## config.mk

```make
export PLATFORM = sky130hd
export DESIGN_NAME = lfsr_err_window
export DESIGN_NICKNAME = d
export VERILOG_FILES = /design/src/rtl/lfsr_err_window.sv
export SDC_FILE = /design/constraint.sdc
export NUM_CORES = 1
export LEC_CHECK = 0
export BUFFER_PORTS_ARGS = -buffer_cell sky130_fd_sc_hd__clkbuf_2
export CAP_MARGIN = 20
export CORE_MARGIN = 5
export CORE_UTILIZATION = 40
export CTS_CLUSTER_SIZE = 40
export DETAILED_ROUTE_END_ITERATION = 10
export HOLD_SLACK_MARGIN = 0.05
export SYNTH_ARGS = -nofsm -noshare
export SYNTH_HDL_FRONTEND = slang
export SYNTH_SLANG_ARGS = --single-unit
```

## constraint.sdc

```tcl
create_clock -name clk -period 2.51 [get_ports clk]
set_clock_uncertainty 0.05 [all_clocks]
set_input_delay 0.6275 -clock clk [delete_from_list [all_inputs] [get_ports clk]]
set_output_delay 0.6275 -clock clk [all_outputs]
set_load 0.02 [all_outputs]
```

## src/rtl/lfsr_err_window.sv

```systemverilog
// rtl/lfsr_err_window.sv - per-window error counter that strobes when the loss-of-lock threshold is hit
module lfsr_err_window #(
  parameter int WIN_LEN    = 256,
  parameter int ERR_THRESH = 8
) (
  input  logic clk,
  input  logic n_rst,
  input  logic beat,
  input  logic err,
  input  logic restart,
  output logic thresh_hit
);

  localparam int BW = (WIN_LEN > 1) ? $clog2(WIN_LEN) : 1;
  localparam int EW = $clog2(ERR_THRESH + 1);

  logic [BW-1:0] win_beat;
  logic [EW-1:0] win_err;
  logic [EW-1:0] err_next;
  logic          wrap;

  assign wrap = (win_beat == BW'(WIN_LEN - 1));

  // The wrap beat opens the new window, so its own error is counted there.
  always_comb begin
    err_next = wrap ? '0 : win_err;
    if (err) err_next = err_next + 1'b1;
  end

  assign thresh_hit = beat && err && (err_next == EW'(ERR_THRESH));

  always_ff @(posedge clk or negedge n_rst) begin
    if (!n_rst) begin
      win_beat <= '0;
      win_err  <= '0;
    end else if (restart) begin
      win_beat <= '0;
      win_err  <= '0;
    end else if (beat) begin
      win_beat <= wrap ? '0 : win_beat + 1'b1;
      win_err  <= err_next;
    end
  end

endmodule

```

# Word level (Yosys, flattened, before mapping)
# Index checks and enable logic that the tools add are counted.
# classes
addsub,2
n_eq_ne,2
muxes,7
reduce_logical,3
# op_table
cell,n
$mux W8,3
$mux W4,4
$add A8 B1 Y8 const B,1
$eq A8 B8 Y1 const B,1
$add A4 B1 Y4 const B,1
$eq A4 B4 Y1 const B,1
$logic_and A1 B1 Y1,2
$reduce_bool A2 Y1,1
# totals
ff_bits,12
in_bits,5
output_inout_bits,1
wordCells,16

# Longest topological paths before layout
# Gate-level depths: netlist (run 1).
# logic_depth
ltp_word,6
depth_mapped,9
depth_no_buf,9

# Least setup slack after synthesis (run 1)
# Ideal clock, no wire load.
# synth_timing
path_kind,flip-flop to output port
start,reg win_beat[0]
end,out thresh_hit
arrival_time_ps,1937
required_ps,1832
slack_ps,-105
path_stages_with_launch,9
n_path_buf,0
path_cell_list,dfrtp_1 -> ha_1 -> and4_1 -> nand2b_1 -> and2_1 -> ha_1 -> xor2_1 -> nor3_1 -> and3_1
# synth_between
elab_chain_cells,6
# synth_rtl
element,line,text
"start, declared",17,logic [BW-1:0] win_beat;
"start signal, assigned",40,win_beat <= wrap ? '0 : win_beat + 1'b1;
$eq A8 B8 Y1 *,22,assign wrap = (win_beat == BW'(WIN_LEN - 1));
$mux W4 *,26,err_next = wrap ? '0 : win_err;
$add A4 B1 Y4,27,if (err) err_next = err_next + 1'b1;
$mux W4 *,27,
$eq A4 B4 Y1 *,30,assign thresh_hit = beat && err && (err_next == EW'(ERR_THRESH));
$logic_and A1 B1 Y1 *,30,
"end, declared",11,output logic thresh_hit
# Mark *: on every way between the ends. The rest lies on a longest branch, timed or not.

# Final worst setup path (run 1)
# layout_timing
start,reg win_beat[1]
end,out thresh_hit
# The elaborated chain is that of the path after synthesis.

==> flow_summary.yaml, run 1 <==
final_layout:
  seqCellArea_um2: 300
  area_delta_synth_final_pct: 30.5
  final_cell_mix: "14 x buf_4, 12 x dfrtp_1, 6 x nand3_1, 6 x nand2_1, 6 x nor2_1"
  drive_gt1_share_pct: 31.6
  diodes: 0
  nets: 107
  mostFrequentLayoutCell: "buf_4"
  postLayoutCoreUtil_pct: 54.9
  multi_input_area_um2: 449
  fin_cells: 123
  fill_cells: 158
power:
  p_switching_mw: 0.0955
  leakage_nw: 0.418
  clockPowerShare_pct: 32.0
  switching_share_pct: 25.6
  pwr-share-comb_pct: 13.2
  max-vdd-ir-drop_uv: 212
  p_int_mw: 0.278
  total_power_mw: 0.373
  seq_power_share_pct: 54.8
  power.density_nw_per_um2: 394
routing:
  dr.pass1.iters: 4
  viasPerCell: 5.46
  wl_um: 1690
  final_antenna_net_count: 0
  routedWlPerCell_um: 13.7
  drt_iter0_drc: 24
  drcViolationCount: 0
  vias: 672
cts:
  path_clk_slew_ns: 0.07
  postCtsHoldBufs: 0
  cts_buffers: 3
  htreeDepth: 1
  clock-sinks: 12
  cts_tree: "built"
  cts_buffer_depth: 2
  clockRootBuffer: "clkbuf_4"
  clkLatencyLatePin_ns: 0.28
sta:
  rsz0062_at_grt: "true"
  max-slew-margin-rel_pct: 79.2
  finalHoldViolations: 0
  fin_crit_ns: 2.72
  worstMarginPinSlew_ns: 0.312
  clock.fmax_mhz: 368
  setup_slack_ns: -0.207
  finalCritPeriodShare_pct: 108
  holdWs_ns: 0.172
  drv_slew: 0
  finalSetupViolations: 1
critical_path:
  worstPathArrival_ns: 2.04
  slowest_stage: "dfrtp_1"
  crit_path_end_kind: "primary output"
  path_cells: "ha_2 -> and4_4 -> nand2b_4 -> and2_4 -> ha_4 -> xor2_1 -> nor3_1 -> and3_4 -> buf_8"
  critPathRequiredTime_ns: 1.83
  cp_slowest_stage_delay_ns: 0.36
  path_class: "register to primary output"
  worstPathMaxFanout: 4
  critPathLaunchType: "register"
  crit_buf_inv: 1
  crit_family: "simple AND/OR/NAND/NOR gates"
floorplanning:
  initial_utilization_pct: 42.0
  die_h_um: 52.6
  dieArea_um2: 2770
  coreArea_um2: 1730
  fp.dieW_um: 52.6
  rows: 15
  ioPinCount: 6
worst_hold_path:
  min_path_type: "input port to async pin"
place:
  io_buffer_count: 5
  numPlacedInstances: 116
  hpwl_um: 1190
  gp_congestion: 0.719
  place_ws_ns: 0.0185
yosys:
  synth_compound_area_share_pct: 12.1
  synth_fa_ha_area_share_pct: 3.45
  ys_ff_latch: 12
  synth_top_family_by_area: "simple AND/OR/NAND/NOR gates"
  syn-cell-area_um2: 726
  synth_flop_cell: "dfrtp_1"
  synthSimpleGateAreaFrac_pct: 31.0
  ys_seq_area_share_pct: 41.4
  syn-instance-count: 78
  synth-xor-area-share_pct: 6.03
  netlist-cell-type-count: 32
  avgSynthCellArea_um2: 9.30
  ys_warn_count: 0
  synth-async-reset-ratio_pct: 100
  synth-edff-count: 0
  syn_nets: 85
  muxShareOfSynthArea_pct: 4.48
global_routing:
  grt_max_degree: 16
  grt_pass1_wl_um: 2950
  antenna_found_initial: 0
  grt_pass1_vias: 669
  track_usage_pct: 14.7
  grt_overflow: 0
run:
  cap_violations: 0
run_status:
  status: "finished, violations left"
  violations: "negative setup slack"
-- per-stage QoR --
stage / TNS, ns / area [um2]
2_1_floorplan: 0 / 746
6_report: -0.207 / 947
5_1_grt: -0.315 / 947
4_1_cts: -0.258 / 923
3_3_place_gp: 0 / 870
3_5_place_dp: 0 / 870
-- cell families after synthesis --
| logic type | count (synthesis) |
|---|---|
| compound gates | 13 |
| xor+xnor | 5 |
| fa+ha+maj | 2 |
| buf+inv | 3 |
| flops | 12 |
| mux | 3 |
| simple gates | 40 |
-- cell usage after synthesis, types with 2 or more instances --
library cell	instances	area, um2
nand3_1	6	30.0
xor2_1	4	35.0
nand4_1	3	18.8
nor3_1	2	10.0
dfrtp_1	12	300
clkbuf_1	2	7.51
nand2b_1	4	25.0
or3_1	3	18.8
ha_1	2	25.0
o21ai_1	3	15.0
nand2_1	6	22.5
a31oi_1	5	31.3
and2_1	2	12.5
nor2_1	6	22.5
-- power by group through the flow --
stage / sequential [mW] / clock, mW / combinational, mW
detailed placement: 0.208 / 0 / 0.0446
CTS: 0.204 / 0.128 / 0.0477
global route: 0.205 / 0.132 / 0.0562
finish: 0.205 / 0.119 / 0.0492
global placement: 0.208 / 0 / 0.0431
floorplan: 0.209 / 0 / 0.0224
-- path summary, 6_finish.rpt --
kind | slack (ns) | cells after the start | end | start
worst max-delay path | -0.21 | 9 | thresh_hit | win_beat[1]
worst max register to register | 0.70 | 10 | win_err[2] | win_beat[1]
worst min-delay path | 0.17 | 1 | win_beat[6] | n_rst
worst min register to register | 0.53 | 2 | win_beat[6] | win_beat[6]
min in group clk | 0.53 | 2 | win_beat[6] | win_beat[6]
max in group asynchronous | 2.00 | 1 | win_beat[3] | n_rst
-- flip-flops by register name, indices dropped and copies added (netlist names) --
register and cells:
win_err 4, win_beat 8
-- layout make-up --
type	count	area share, %
multi-input combinational	63	47.4
sequential	12	31.7
timing repair buffer	19	14.8
tap	25	3.30
clock buffer	3	2.38
inverter	1	0.396
-- per-layer routing --
| metal | global-route usage [%] | vias to the layer above | part of all wire [%] |
|---|---|---|---|
| li1 | - | 333 | - |
| met1 | 16.6 | 318 | 45 |
| met2 | 25.4 | 18 | 49 |
| met3 | 5.13 | 3 | 4.7 |
| met4 | 5.11 | 0 | 0.95 |
| met5 | 0 | - | 0 |
-- timing repair --
action	in CTS	in global routing
setup endpoints to repair	1	1
pin swaps	4	4
setup buffers	1	3
resized for setup	5	1
No activity file was read; power rests on OpenSTA's default activity.
==> run 2, diff against run 1 <==
- PLACE_DENSITY_LB_ADDON: default -> 0.08
==> flow_summary.yaml, run 2 (synthesis results as in run 1) <==
run_status:
  status: "finished, violations left"
  violations: "negative setup slack"
routing:
  dr.pass1.iters: 4
  drcViolationCount: 0
  viasPerCell: 5.45
  wl_um: 1740
  drt_iter0_drc: 12
  final_antenna_net_count: 0
  routedWlPerCell_um: 14.4
  vias: 659
critical_path:
  cp_slowest_stage_delay_ns: 0.37
  path_cells: "ha_2 -> and4_4 -> nand2b_4 -> and2_4 -> ha_4 -> xor2_2 -> nor3_2 -> and3_4 -> buf_8"
  worstPathMaxFanout: 3
  crit_path_start: "win_beat[1]"
  slowest_stage: "dfrtp_1"
  path_class: "register to primary output"
  critPathLaunchType: "register"
  r2r-start: "win_beat[1]"
  worstPathArrival_ns: 2.05
  critPathRequiredTime_ns: 1.83
  crit_path_end_kind: "primary output"
power:
  max-vdd-ir-drop_uv: 233
  power.density_nw_per_um2: 393
  leakage_nw: 0.411
cts:
  htreeDepth: 1
  postCtsHoldBufs: 0
  clock-sinks: 12
  cts_buffers: 3
  cts_buffer_depth: 2
  path_clk_slew_ns: 0.08
  cts_tree: "built"
  clockRootBuffer: "clkbuf_4"
  clkLatencyLatePin_ns: 0.27
global_routing:
  antenna_found_initial: 0
  grt_max_degree: 16
  grt_overflow: 0
  gr-usage-met1_pct: 15.3
  grt_use_met3_pct: 5.13
  track_usage_pct: 14.3
  grt_pass1_vias: 654
  use_met2_pct: 25.6
  grt_pass1_wl_um: 2850
  grt_busiest_layer: "met2"
run:
  cap_violations: 0
final_layout:
  fin_cells: 121
  nets: 105
  area_delta_synth_final_pct: 30.2
  reg_top3: "win_beat (8), win_err (4)"
  drive_gt1_share_pct: 32.3
  largest_register: "win_beat"
  diodes: 0
  postLayoutCoreUtil_pct: 54.7
  largest_register_ffs: 8
  final_cell_mix: "12 x buf_4, 12 x dfrtp_1, 6 x nand3_1, 6 x nand2_1, 6 x nor2_1"
  fill_cells: 179
sta:
  fin_crit_ns: 2.72
  setup_slack_ns: -0.213
  drv_slew: 0
  rsz0062_at_grt: "true"
  max-slew-margin-rel_pct: 78.7
  worstMarginPinSlew_ns: 0.319
  finalCritPeriodShare_pct: 109
  finalHoldViolations: 0
  clock.fmax_mhz: 367
  finalSetupViolations: 1
place:
  gp_congestion: 0.751
  numPlacedInstances: 115
  io_buffer_count: 5
  hpwl_um: 1220
worst_hold_path:
  min_path_type: "input port to async pin"
floorplanning:
  die_h_um: 52.6
  ioPinCount: 6
  dieArea_um2: 2770
  coreArea_um2: 1730
  initial_utilization_pct: 42.0
  fp.dieW_um: 52.6
  rows: 15
## run 2: cell types whose count changed in the layout (fill, tap and decap cells not counted)
| cell | change |
|---|---|
| buf_4 | -2 |
| nor3_1 | -1 |
| nor3_2 | +1 |
| xor2_1 | -1 |
| xor2_2 | +1 |
## run 2: per-stage QoR
| stage | hold WS (ns) | instance area, um2 | worst slack [ns] | total power [mW] | TNS [ns] |
|---|---|---|---|---|---|
| floorplan | 0.282 | 746 | 0.0273 | 0.231 | 0 |
| global placement | 0.485 | 862 | 0.0529 | 0.251 | 0 |
| detailed placement | 0.487 | 862 | 0.000195 | 0.252 | 0 |
| CTS | 0.187 | 923 | -0.273 | 0.377 | -0.273 |
| global route | 0.197 | 945 | -0.315 | 0.396 | -0.315 |
| finish | 0.181 | 945 | -0.213 | 0.371 | -0.213 |
## run 2: per-layer routing
metal  vias up  wire [um]
met5         -          0
met4         0         19
met3         2         59
met2         9        915
met1       322        744
li1        326          -
## run 2: power by group
group	internal [mW]	switching, mW	leakage [nW]
combinational	0.0236	0.0268	0.232
sequential	0.199	0.00542	0.165
clock	0.0555	0.0610	0.0138
## run 2: worst paths after layout
kind / to / slack, ns / cells after the start
min reg2reg: win_beat[6] / 0.52 / 2
max: thresh_hit / -0.21 / 9
min: win_err[1] / 0.18 / 1
min in group clk: win_beat[6] / 0.52 / 2
max in group asynchronous: win_beat[0] / 1.98 / 1
max reg2reg: win_err[2] / 0.62 / 11
## run 2: area by class of cell
class	instances	area, um2	area share, %
well taps	25	31.3	3.31
flip-flops and latches	12	300	31.8
repair buffers	17	125	13.2
inverters	1	3.75	0.397
clock buffers	3	22.5	2.38
multi-input cells	63	462	48.9
## run 2: repair_timing
item / 4_1_cts / 5_1_grt
pin swaps: 4 / 4
cloned: 0 / 0
setup buffers: 2 / 1
setup endpoints to repair: 1 / 1
resized for setup: 5 / 3
## run 2: worst max-delay path, delay by kind of cell (launching register included)
kind,cells,cell delay [ns]
DFF,1,0.37
and+or+nand+nor,5,0.80
buffers and inverters,1,0.11
adders and majority gates,2,0.34
xor gates and xnor gates,1,0.15
